**src/rtl/rr_mux_arbiter_4.sv**
```systemverilog
// rtl/rr_mux_arbiter_4.sv - round-robin arbiter with hold limit driving a registered 4:1 data mux
module rr_mux_arbiter_4 #(
   parameter int DATA_W   = 8,
   parameter int MAX_HOLD = 4
) (
   input  logic              clk,
   input  logic              rst_n,
   input  logic [3:0]        req,
   input  logic [DATA_W-1:0] a,
   input  logic [DATA_W-1:0] b,
   input  logic [DATA_W-1:0] c,
   input  logic [DATA_W-1:0] d,
   output logic [3:0]        gnt,
   output logic              s1,
   output logic              s0,
   output logic [DATA_W-1:0] dout,
   output logic              dout_valid,
   output logic              busy
);

   localparam int HW = (MAX_HOLD > 1) ? $clog2(MAX_HOLD) : 1;
   localparam logic [HW-1:0] HOLD_LAST = HW'(MAX_HOLD - 1);

   typedef enum logic {IDLE, OWN} state_t;

   state_t            state_q, state_d;
   logic [3:0]        gnt_q, gnt_d;
   logic [1:0]        sel_q, sel_d;
   logic [1:0]        ptr_q, ptr_d;
   logic [HW-1:0]     hold_cnt_q, hold_cnt_d;
   logic [DATA_W-1:0] dout_q, dout_d;
   logic              dout_valid_q, dout_valid_d;

   logic [1:0]        scan_idx;
   logic [1:0]        pick_idx;
   logic              pick_found;
   logic              release_own;
   logic [DATA_W-1:0] mux_data;

   always_comb begin
      scan_idx   = '0;
      pick_idx   = '0;
      pick_found = 1'b0;
      // While owning, ptr_q is owner+1, so the current owner is scanned last.
      for (int i = 0; i < 4; i++) begin
         scan_idx = ptr_q + i[1:0];
         if (!pick_found && req[scan_idx]) begin
            pick_found = 1'b1;
            pick_idx   = scan_idx;
         end
      end
   end

   always_comb begin
      case (sel_q)
         2'd0:    mux_data = a;
         2'd1:    mux_data = b;
         2'd2:    mux_data = c;
         default: mux_data = d;
      endcase
   end

   assign release_own = !req[sel_q] || (hold_cnt_q == HOLD_LAST);

   always_comb begin
      state_d      = state_q;
      gnt_d        = gnt_q;
      sel_d        = sel_q;
      ptr_d        = ptr_q;
      hold_cnt_d   = hold_cnt_q;
      dout_d       = dout_q;
      dout_valid_d = 1'b0;

      if (state_q == OWN) begin
         dout_d       = mux_data;
         dout_valid_d = 1'b1;
      end

      if (state_q == OWN && !release_own) begin
         hold_cnt_d = hold_cnt_q + 1'b1;
      end else if (pick_found) begin
         state_d    = OWN;
         gnt_d      = 4'b0001 << pick_idx;
         sel_d      = pick_idx;
         ptr_d      = pick_idx + 2'd1;
         hold_cnt_d = '0;
      end else begin
         // No requester left: drop grant but keep the last select.
         state_d    = IDLE;
         gnt_d      = '0;
         hold_cnt_d = '0;
      end
   end

   always_ff @(posedge clk or negedge rst_n) begin
      if (!rst_n) begin
         state_q      <= IDLE;
         gnt_q        <= '0;
         sel_q        <= '0;
         ptr_q        <= '0;
         hold_cnt_q   <= '0;
         dout_q       <= '0;
         dout_valid_q <= 1'b0;
      end else begin
         state_q      <= state_d;
         gnt_q        <= gnt_d;
         sel_q        <= sel_d;
         ptr_q        <= ptr_d;
         hold_cnt_q   <= hold_cnt_d;
         dout_q       <= dout_d;
         dout_valid_q <= dout_valid_d;
      end
   end

   assign gnt        = gnt_q;
   assign s1         = sel_q[1];
   assign s0         = sel_q[0];
   assign dout       = dout_q;
   assign dout_valid = dout_valid_q;
   assign busy       = |gnt_q;

endmodule

```
**config.mk**
```make
export PLATFORM = sky130hd
export DESIGN_NAME = rr_mux_arbiter_4
export DESIGN_NICKNAME = d
export VERILOG_FILES = /design/src/rtl/rr_mux_arbiter_4.sv
export SDC_FILE = /design/constraint.sdc
export NUM_CORES = 1
export LEC_CHECK = 0
export BUFFER_PORTS_ARGS = -buffer_cell sky130_fd_sc_hd__buf_4
export CAP_MARGIN = 20
export CORE_UTILIZATION = 41
export DETAILED_ROUTE_END_ITERATION = 12
export PLACE_DENSITY = 0.75
export SLEW_MARGIN = 25
export SYNTH_ARGS = -nofsm -noshare
export SYNTH_HDL_FRONTEND = slang
export SYNTH_SLANG_ARGS = --single-unit
```
**constraint.sdc**
```tcl
create_clock -name clk -period 1.84 [get_ports clk]
set_input_delay 0.368 -clock clk [delete_from_list [all_inputs] [get_ports clk]]
set_output_delay 0.368 -clock clk [all_outputs]
set_load 0.05 [all_outputs]
```
# After elaboration in Yosys (flattened, before gate mapping)
# Index checks and enable logic that the tools add are counted.
dict set report op_classes {
  n_eq_ne 3
  n_mux 23
  add_sub_neg 5
  n_bitwise 1
  n_reduce_logical 13
  shifts 1
  magnitude_cmp 5
}
# cell count
set op_table {}
lappend op_table {{$pmux W8 S3} 1}
lappend op_table {{$lt A2 B3 Y1 const B} 5}
lappend op_table {{$mux W1} 11}
lappend op_table {{$bmux W1 S2} 5}
lappend op_table {{$mux W2} 5}
lappend op_table {{$add A2 B1 Y2 const B} 3}
lappend op_table {{$logic_not A1 Y1} 5}
lappend op_table {{$add A2 B2 Y2 const B} 2}
lappend op_table {{$eq A2 B2 Y1 const B} 2}
lappend op_table {{$logic_and A1 B1 Y1} 4}
lappend op_table {{$mux W4} 1}
lappend op_table {{$reduce_or A4 Y1} 1}
lappend op_table {{$shl A1 B2 Y4 const A} 1}
lappend op_table {{$eq A2 B1 Y1 const B} 1}
lappend op_table {{$logic_not A2 Y1} 1}
lappend op_table {{$reduce_and A2 Y1} 1}
lappend op_table {{$logic_or A1 B1 Y1} 1}
lappend op_table {{$not A1 Y1} 1}
dict set report totals {
  out_inout_bits 16
  register_bits 20
  elab_cells 58
}

# Depth between registers and ports, before layout
# Gate-level depths: netlist (run 1).
dict set report logic_depth {
  word_depth 14
  mapped_depth 7
  depth_no_buf 7
}

# Worst setup path before layout (run 1)
# No wires, ideal clock.
dict set report synth_timing {
  path_type {reg-to-reg}
  startpoint {reg ptr_q[1]}
  endpoint {reg ptr_q[1]}
  stages_incl_launch_ff 6
  setup_time_ps 125
  setup_slack_ps -37
  arrival_time_ps 1752
  path_cell_list {dfrtp_1 mux2_1 a222oi_1 and2_1 ha_1 mux2_4}
}
dict set report synth_between {
  elab_chain_len 13
  word_cells_on_any_way 27
}
# item line
set synth_rtl {}
lappend synth_rtl {{from (decl)} 29} ;# logic [1:0] ptr_q, ptr_d;
lappend synth_rtl {{from (signal assigned)} 108} ;# ptr_q <= ptr_d;
lappend synth_rtl {{branches (longest 11 deep; another with $add A2 B1 Y2)} n/a}
lappend synth_rtl {{$mux W2 *} 47} ;# if (!pick_found && req[scan_idx]) begin
lappend synth_rtl {{named net pick_idx[0]} 35} ;# logic [1:0] pick_idx;
lappend synth_rtl {{$add A2 B1 Y2 *} 85} ;# ptr_d = pick_idx + 2'd1;
# Mark *: on every way through the listed nets, which the timed path passes. The select of a mux whose other input is x is not followed.
# A chain may end at the register's enable or synchronous reset.

# Worst setup path after layout (run 1)
# Ends and elaborated chain as after synthesis.

==> results of run 1 <==
area by class of cell:
cell class	instances	area, um^2	share of cell area, %
Clock buffer	4	36.3	2.13
Inverter	3	11.3	0.662
Multi-Input combinational cell	58	612	36.0
Sequential cell	20	503	29.6
Tap cell	30	37.5	2.21
Timing Repair Buffer	66	502	29.5
placed cells by master, fill, tap and decap left out, drive strengths merged:
cell type / instances
nor2b: 1
or3b: 1
or4: 2
a21oi: 2
dlygate4sd3: 1
nand2: 10
o22ai: 1
and2: 2
nor2: 1
mux2i: 3
buf: 65
ha: 5
a222oi: 1
o21ai: 5
mux2: 12
dfrtp: 20
nand2b: 1
inv: 3
nand3b: 2
clkbuf: 4
mux4: 8
a2bb2oi: 1
power breakdown:
group / switching, W / leakage, nW / total (W) / internal (W)
clock network: 0.000136 / 0.0210 / 0.000257 / 0.000121
registers: 0.000120 / 0.235 / 0.000751 / 0.000631
logic: 0.00106 / 0.582 / 0.00194 / 0.000886
metal layers:
layer	global-route usage, %	share of wire, %	vias up	routed length [um]
met4	7.69	1.7	0	40
met1	20.4	42	425	1020
li1	-	-	445	-
met3	3.33	8.6	5	206
met2	32.5	47	38	1140
met5	0	0	-	0
kinds of logic (layout without fill, tap and decap cells):
group | after synthesis | in the layout | share of synthesized area, %
AOI/OAI and AO/OA | 10 | 10 | 5.26
buffers and inverters | 8 | 73 | 4.05
muxes | 23 | 23 | 31.2
DFF | 20 | 20 | 43.8
and+or+nand+nor | 20 | 20 | 10.2
adders and majority gates | 5 | 5 | 5.48
registers in the layout, indices dropped and copies added (netlist names):
| name | count |
|---|---|
| sel_q | 2 |
| ptr_q | 2 |
| dout | 8 |
| hold_cnt_q | 2 |
| dout_valid | 1 |
| state_q | 1 |
| gnt | 4 |
synthesized netlist by cell type, drive strengths merged (2+ instances only):
cell type / n / area share [%]
ha: 5 / 5.5
nand3b: 2 / 1.3
a21oi: 2 / 0.88
inv: 3 / 0.99
mux2: 12 / 13
mux2i: 3 / 2.6
buf: 4 / 2.7
or4: 2 / 1.6
and2: 2 / 1.1
dfrtp: 20 / 44
nand2: 10 / 3.3
mux4: 8 / 16
o21ai: 5 / 2.2
critical path: cells and delay by family, from the launching register on:
kind / cells / cell delay, ns
multiplexers: 2 / 0.57
AND/OR/NAND/NOR: 1 / 0.22
AO/OA/AOI/OAI: 1 / 0.28
adder cells (fa/ha/maj): 1 / 0.23
flip-flops: 1 / 0.46
worst max path at each step:
stage / cells after the start / end / slack, ns / from
after detailed placement: 7 / ptr_q[1]$_DFFE_PN0P_ / -0.05 / req[0]
after floorplan: 5 / ptr_q[1]$_DFFE_PN0P_ / -0.008 / ptr_q[1]$_DFFE_PN0P_
final: 5 / ptr_q[1]$_DFFE_PN0P_ / -0.02 / ptr_q[1]$_DFFE_PN0P_
after global routing: 5 / ptr_q[1]$_DFFE_PN0P_ / -0.06 / ptr_q[1]$_DFFE_PN0P_
after global placement: 5 / ptr_q[1]$_DFFE_PN0P_ / 0.001 / req[2]
after CTS: 5 / ptr_q[1]$_DFFE_PN0P_ / -0.05 / ptr_q[1]$_DFFE_PN0P_
stage by stage:
stage               setup slack [ns]  power [W]  TNS (ns)
CTS                          -0.0526    0.00290   -0.0526
detailed placement           -0.0517    0.00264   -0.0517
global placement             0.00131    0.00259         0
finish                       -0.0233    0.00295   -0.0233
floorplan                   -0.00815    0.00208  -0.00815
global route                 -0.0573    0.00313   -0.0627
what timing repair did:
action,in CTS,in global routing
hold buffers,1,0
hold endpoints to repair,20,0
setup endpoints to repair,1,4
buffers inserted,0,2
resized for setup,0,5
pin swaps,1,2
==> flow_metrics.py, run 1 <==
metrics = {
    "outcome": {
        "outcome": "finished with violations",
        "failed_checks": "setup timing",
    },
    "yosys": {
        "synthArstFlopShare_pct": 100,
        "syn_area_um2": 1140,
        "syn_nets": 129,
        "synth_cells": 86,
        "synth-seq-area-share_pct": 43.8,
        "synth.avg_cell_area_um2": 13.3,
        "yosysUniqueCellTypes": 27,
        "ys_warn_count": 0,
        "synthFlopType": "dfrtp_1",
        "ys_seq_elements": 20,
        "synth_edf_count": 0,
    },
    "setup_path": {
        "timing.rr.start": "ptr_q[1]$_DFFE_PN0P_",
        "cp_max_fo": 5,
        "critPathKind": "reg2reg",
        "startpoint_type": "register",
        "critPathArrivalTime_ns": 2.07,
        "rr_endpoint": "ptr_q[1]$_DFFE_PN0P_",
        "r2r_slack_ns": -0.02,
        "crit_chain": "mux2_4, a222oi_1, and2_1, ha_1, mux2_4",
        "cpPeakStageDelay_ns": 0.46,
        "critPathMostFrequentCell": "mux2_4",
        "cp.required_ns": 2.04,
        "cp-end-kind": "register",
        "rr_worst_depth": 5,
        "cpMaxStageDelayCell": "dfrtp_2",
    },
    "global_routing": {
        "antenna_found_initial": 0,
        "grt_pass1_vias": 887,
        "grt_pass1_wl_um": 3750,
        "grt_overflow": 0,
        "grt_max_degree": 21,
        "track_usage_pct": 18.0,
    },
    "die": {
        "fp.dieW_um": 54.8,
        "rows": 18,
        "ios": 54,
        "coreArea_um2": 2540,
        "die_h_um": 54.8,
        "die-area_um2": 3000,
        "initial_utilization_pct": 44.9,
    },
    "finish": {
        "antenna_cells": 0,
        "drive_above_1_share_pct": 63.6,
        "stdcell_count": 181,
        "syn_to_final_growth_pct": 49.0,
        "fill_cells": 193,
        "finalNetCount": 195,
        "utilization_pct": 66.9,
        "final_area_um2": 1700,
    },
    "detailed_routing": {
        "vias": 913,
        "drtIter0Drc": 6,
        "first_pass_iters": 4,
        "antenna_left": 0,
        "wl_per_cell_um": 13.3,
        "drc": 0,
        "viasPerCell": 5.04,
        "finalWirelength_um": 2410,
    },
    "worst_hold_path": {
        "hold_path.class": "in2reg",
        "min_from": "req[3]",
        "hold_end": "state_q$_DFFE_PN0N_",
        "hold_path_depth": 3,
    },
    "cts": {
        "cts_sinks": 20,
        "cts_max_level": 1,
        "cts_tree": "done",
        "cts_root_buf": "clkbuf_4",
        "clock_path_buffers": 2,
        "clock_latency_ns": 0.31,
        "cts_made_buffers": 3,
        "cts.clk_slew.worst_paths_ns": 0.11,
    },
    "timing": {
        "whs_ns": 0.436,
        "relSlewSlack_pct": 73.9,
        "final_max_slew_viol_count": 0,
        "worstMarginPinSlew_ns": 0.389,
        "setup_viol": 1,
        "rsz0062_at_grt": "true",
        "hold_viol": 0,
        "fmax_mhz": 537,
        "setup_slack_ns": -0.0233,
        "finClkSkew_ns": 0.00103,
        "finalCritPeriodShare_pct": 101,
        "finalCriticalPeriod_ns": 1.86,
    },
    "power": {
        "powerDensity_nw_per_um2": 1730,
        "vdd_drop_max_mv": 1.03,
        "cellLeakagePower_nw": 0.837,
    },
    "placed_design": {
        "dpl_cell_area_um2": 1620,
        "gp_congestion": 0.706,
        "dp_hpwl_um": 1870,
        "port_buffers": 53,
        "dpl.cell_count": 174,
    },
    "flow_run": {
        "cap_violations": 0,
    },
}
No activity file was read; power rests on OpenSTA's default activity.
==> run 2, diff against run 1 <==
--- a/config.mk
+++ b/config.mk
@@ -7,9 +7,9 @@
 export LEC_CHECK = 0
 export BUFFER_PORTS_ARGS = -buffer_cell sky130_fd_sc_hd__buf_4
 export CAP_MARGIN = 20
-export CORE_UTILIZATION = 41
+export CORE_UTILIZATION = 49
 export DETAILED_ROUTE_END_ITERATION = 12
-export PLACE_DENSITY = 0.75
+export PLACE_DENSITY = 0.84
 export SLEW_MARGIN = 25
 export SYNTH_ARGS = -nofsm -noshare
 export SYNTH_HDL_FRONTEND = slang
==> constraint.sdc (replaced) <==
create_clock -name clk -period 2.2 [get_ports clk]
set_input_delay 0.44 -clock clk [delete_from_list [all_inputs] [get_ports clk]]
set_output_delay 0.44 -clock clk [all_outputs]
set_load 0.05 [all_outputs]
==> run 2 against run 1 <==
Against the previous run:
- the flow now finishes without violations
- global-route usage up 3.7 points
- worst hold slack improved by 0.0096 ns
- sequential cell count did not move
- non-clock buffer count down 8
- maximum frequency decreased by 3.4%
- worst setup slack improved by 0.30 ns
- highest routed layer unchanged
==> flow_metrics.py, run 2 (same netlist as run 1, synthesis figures left out) <==
metrics = {
    "cts": {
        "cts_max_level": 1,
        "cts_root_buf": "clkbuf_4",
        "cts_sinks": 20,
        "cts.clk_slew.worst_paths_ns": 0.11,
        "cts_made_buffers": 3,
        "cts_resized": 0,
        "cts_tree": "done",
        "holdBufCountCts": 1,
        "clock_path_buffers": 2,
        "post_cts_buffers": 0,
        "clock_latency_ns": 0.30,
    },
    "setup_path": {
        "cp.required_ns": 2.40,
        "critPathKind": "reg2reg",
        "cp_num_cells": 5,
        "critPathArrivalTime_ns": 2.12,
        "cp_max_fo": 5,
        "timing.rr.start": "ptr_q[1]$_DFFE_PN0P_",
        "path_delay_family": "multiplexers",
        "crit_chain": "mux2_1, a222oi_1, and2_1, ha_1, mux2_4",
        "rr_worst_depth": 5,
        "startpoint": "ptr_q[1]$_DFFE_PN0P_",
        "cpMaxStageDelayCell": "dfrtp_1",
        "cp-end-kind": "register",
        "cp.buffers_inverters": 0,
        "cpPeakStageDelay_ns": 0.45,
        "startpoint_type": "register",
    },
    "power": {
        "vdd_drop_max_mv": 1.04,
        "powerDensity_nw_per_um2": 1490,
        "cellLeakagePower_nw": 0.801,
    },
    "global_routing": {
        "grt_pass1_wl_um": 4050,
        "grt_overflow": 0,
        "antenna_found_initial": 0,
        "track_usage_pct": 21.7,
        "grt_max_degree": 21,
        "grt_pass1_vias": 946,
    },
    "timing": {
        "whs_ns": 0.445,
        "setup_viol": 0,
        "worstMarginPinSlew_ns": 0.621,
        "relSlewSlack_pct": 58.6,
        "hold_viol": 0,
        "finClkSkew_ns": 0.00162,
        "finalCritPeriodShare_pct": 87.6,
        "final_max_slew_viol_count": 0,
        "rsz0062_at_grt": "false",
        "tns_ns": 0,
        "finalCriticalPeriod_ns": 1.93,
        "fmax_mhz": 519,
        "setup_slack_ns": 0.272,
    },
    "detailed_routing": {
        "drc": 0,
        "vias": 923,
        "drtIter0Drc": 12,
        "first_pass_iters": 3,
        "antenna_left": 0,
        "finalWirelength_um": 2510,
        "wl_per_cell_um": 14.7,
        "viasPerCell": 5.40,
    },
    "finish": {
        "antenna_cells": 0,
        "largest_reg_flops": 8,
        "finalNetCount": 187,
        "final_common_cell": "buf_4",
        "drive_above_1_share_pct": 57.3,
        "layout_common_cells": "57 x buf_4, 20 x dfrtp_1, 10 x nand2_1",
        "syn_to_final_growth_pct": 42.9,
    },
    "die": {
        "ios": 54,
        "rows": 17,
        "initial_utilization_pct": 51.6,
        "die-area_um2": 2530,
        "coreArea_um2": 2210,
        "fp.dieW_um": 50.3,
        "die_h_um": 50.3,
    },
    "worst_hold_path": {
        "hold_path.class": "in2reg",
        "hold_path_depth": 2,
        "min_from": "req[0]",
    },
    "placed_design": {
        "gp_congestion": 0.696,
        "pre_cts_ws_ns": 0.171,
        "port_buffers": 53,
    },
    "outcome": {
        "outcome": "completed",
    },
    "flow_run": {
        "cap_violations": 0,
    },
}
-- run 2: final timing paths --
check	to	slack, ns
hold / removal	state_q$_DFFE_PN0N_	0.45
min in group asynchronous	dout_valid$_DFF_PN0_	0.54
max in group asynchronous	dout[1]$_DFFE_PN0P_	1.46
setup reg to reg	ptr_q[1]$_DFFE_PN0P_	0.27
hold reg to reg	hold_cnt_q[0]$_DFF_PN0_	0.45
setup / recovery	ptr_q[1]$_DFFE_PN0P_	0.27
-- run 2: final cells by class --
type | instances | area [um^2]
inverter | 3 | 11.3
fill | 154 | 579
clock buffer | 3 | 22.5
tap | 28 | 35.0
clock inverter | 1 | 30.0
multi-input combinational | 58 | 596
timing repair buffer | 58 | 438
sequential | 20 | 500
-- run 2: power by group --
group          internal, W  leakage (nW)  switching [W]
sequential        0.000524         0.237       0.000141
combinational     0.000650         0.537       0.000829
clock             0.000184        0.0279       0.000112
-- run 2: through the flow --
stage	instances	power, W	area, um^2	util [%]
floorplan	86	0.00173	1140	-
CTS	171	0.00246	1630	73.8
global route	171	0.00258	1630	73.8
detailed placement	166	0.00216	1570	71.0
finish	171	0.00244	1630	73.8
global placement	166	0.00211	1570	71.0
-- run 2: routing by layer --
layer	vias up	share of wire, %	global-route usage (%)
met2	37	54	39.1
met1	455	39	25.2
met4	0	0.72	8.57
met3	3	5.8	3.94
met5	-	0	0
li1	428	-	-
==> run 3, diff against run 2 <==
--- a/config.mk
+++ b/config.mk
@@ -5,7 +5,7 @@
 export SDC_FILE = /design/constraint.sdc
 export NUM_CORES = 1
 export LEC_CHECK = 0
-export BUFFER_PORTS_ARGS = -buffer_cell sky130_fd_sc_hd__buf_4
+export BUFFER_PORTS_ARGS = -buffer_cell sky130_fd_sc_hd__buf_2
 export CAP_MARGIN = 20
 export CORE_UTILIZATION = 49
 export DETAILED_ROUTE_END_ITERATION = 12
==> run 3 against run 2 <==
Against the previous run:
- worst setup slack lost 0.046 ns
- non-clock buffer count decreased by 1
- critical path depth is the same
- count of clock-buffer cells in the layout increased by 1
- clock skew decreased by 0.00091 ns
- utilization down 7.2 points
- maximum frequency decreased by 2.4%
- die area stayed put
==> flow_metrics.py, run 3 (same netlist as run 1, synthesis figures left out) <==
metrics = {
    "detailed_routing": {
        "drtIter0Drc": 9,
        "drc": 0,
        "wl_per_cell_um": 13.4,
        "first_pass_iters": 4,
        "finalWirelength_um": 2280,
        "vias": 913,
        "antenna_left": 0,
        "viasPerCell": 5.37,
    },
    "setup_path": {
        "rr_endpoint": "ptr_q[1]$_DFFE_PN0P_",
        "cpPeakStageDelay_ns": 0.45,
        "timing.rr.start": "ptr_q[1]$_DFFE_PN0P_",
        "r2r_slack_ns": 0.23,
        "cp-end-kind": "register",
        "startpoint": "ptr_q[1]$_DFFE_PN0P_",
        "crit_chain": "mux2_1, a222oi_1, and2_1, ha_1, mux2_4",
        "cpMaxStageDelayCell": "dfrtp_1",
        "cp.required_ns": 2.39,
        "cp_max_fo": 5,
        "critPathArrivalTime_ns": 2.17,
        "startpoint_type": "register",
        "critPathKind": "reg2reg",
        "rr_worst_depth": 5,
    },
    "global_routing": {
        "antenna_found_initial": 0,
        "grt_max_degree": 21,
        "grt_pass1_wl_um": 3890,
        "track_usage_pct": 20.7,
        "grt_pass1_vias": 952,
        "grt_overflow": 0,
    },
    "finish": {
        "final_common_cell": "buf_2",
        "fill_cells": 182,
        "ff_latch_area_um2": 500,
        "syn_to_final_growth_pct": 29.0,
        "multi_input_area_um2": 596,
        "antenna_cells": 0,
        "largest_reg_flops": 8,
        "drive_above_1_share_pct": 57.7,
        "layout_common_cells": "53 x buf_2, 20 x dfrtp_1, 10 x nand2_1",
        "finalNetCount": 186,
    },
    "timing": {
        "finClkSkew_ns": 0.000711,
        "relSlewSlack_pct": 57.5,
        "tns_ns": 0,
        "final_max_slew_viol_count": 0,
        "hold_viol": 0,
        "rsz0062_at_grt": "false",
        "worstMarginPinSlew_ns": 0.637,
        "whs_ns": 0.0655,
        "setup_viol": 0,
        "finalCriticalPeriod_ns": 1.97,
        "fmax_mhz": 506,
        "finalCritPeriodShare_pct": 89.7,
    },
    "placed_design": {
        "dp_hpwl_um": 1820,
        "port_buffers": 53,
        "gp_congestion": 0.700,
    },
    "die": {
        "initial_utilization_pct": 51.6,
        "coreArea_um2": 2210,
        "die_h_um": 50.3,
        "die-area_um2": 2530,
        "fp.dieW_um": 50.3,
        "ios": 54,
        "rows": 17,
    },
    "power": {
        "powerDensity_nw_per_um2": 1510,
        "cellLeakagePower_nw": 0.745,
        "vdd_drop_max_mv": 0.911,
    },
    "cts": {
        "clock_latency_ns": 0.29,
        "holdBufCountCts": 0,
        "cts_sinks": 20,
        "post_cts_buffers": 0,
        "cts_resized": 0,
        "clock_path_buffers": 2,
        "cts_max_level": 1,
        "cts_made_buffers": 3,
        "cts.clk_slew.worst_paths_ns": 0.11,
        "cts_root_buf": "clkbuf_4",
        "cts_tree": "done",
    },
    "flow_run": {
        "cap_violations": 0,
    },
    "worst_hold_path": {
        "hold_path.class": "in2async",
    },
    "outcome": {
        "outcome": "completed",
    },
}
==> run 3: changes by cell type in the layout (fill, tap and decap cells not counted) <==
cell           before  now
buf_2               0   53
buf_4              57    4
clkbuf_8            0    1
bufinv_16           1    0
dlygate4sd3_1       1    0
==> run 3: report_power, final <==
part           total [W]  internal [W]  switching [W]  leakage, nW
Sequential      0.000657      0.000523       0.000134        0.237
Combinational    0.00136      0.000551       0.000811        0.488
Clock           0.000208      0.000101       0.000107       0.0210
Total            0.00223       0.00117        0.00105        0.745
==> run 3: cell type report <==
cell class / count / area share (%)
Tap cell: 28 / 2.38
Inverter: 3 / 0.764
Clock buffer: 4 / 2.46
Multi-Input combinational cell: 58 / 40.4
Sequential cell: 20 / 34.0
Timing Repair Buffer: 57 / 20.0
==> run 3: metrics by stage <==
step	cells	cell area [um^2]	util (%)	power (W)	worst slack, ns
2_1_floorplan	86	1140	-	0.00173	0.307
3_3_place_gp	166	1440	65.0	0.00199	0.212
3_5_place_dp	166	1440	65.0	0.00204	0.148
4_1_cts	170	1470	66.6	0.00225	0.255
5_1_grt	170	1470	66.6	0.00238	0.185
6_report	170	1470	66.6	0.00223	0.226
==> run 3: critical path: cells and delay by family, from the launching register on <==
family                   cells  cell delay [ns]
AO/OA/AOI/OAI                1             0.35
adder cells (fa/ha/maj)      1             0.24
flip-flops                   1             0.45
multiplexers                 2             0.61
AND/OR/NAND/NOR              1             0.23
==> run 3: how the worst max path moves through the flow <==
stage                                end  slack [ns]  cells past startpoint
floorplan           ptr_q[1]$_DFFE_PN0P_        0.31                      5
global placement    ptr_q[1]$_DFFE_PN0P_        0.21                      5
detailed placement  ptr_q[1]$_DFFE_PN0P_        0.15                      6
CTS                                   s0        0.25                      1
global route                          s0        0.19                      1
finish              ptr_q[1]$_DFFE_PN0P_        0.23                      5
==> run 3: per-layer routing <==
metal	vias to the layer above	share of wire, %	GRT usage (%)
li1	433	-	-
met1	442	42	22.9
met2	36	51	38.7
met3	2	6.4	2.42
met4	0	0.70	10.0
met5	-	0	0
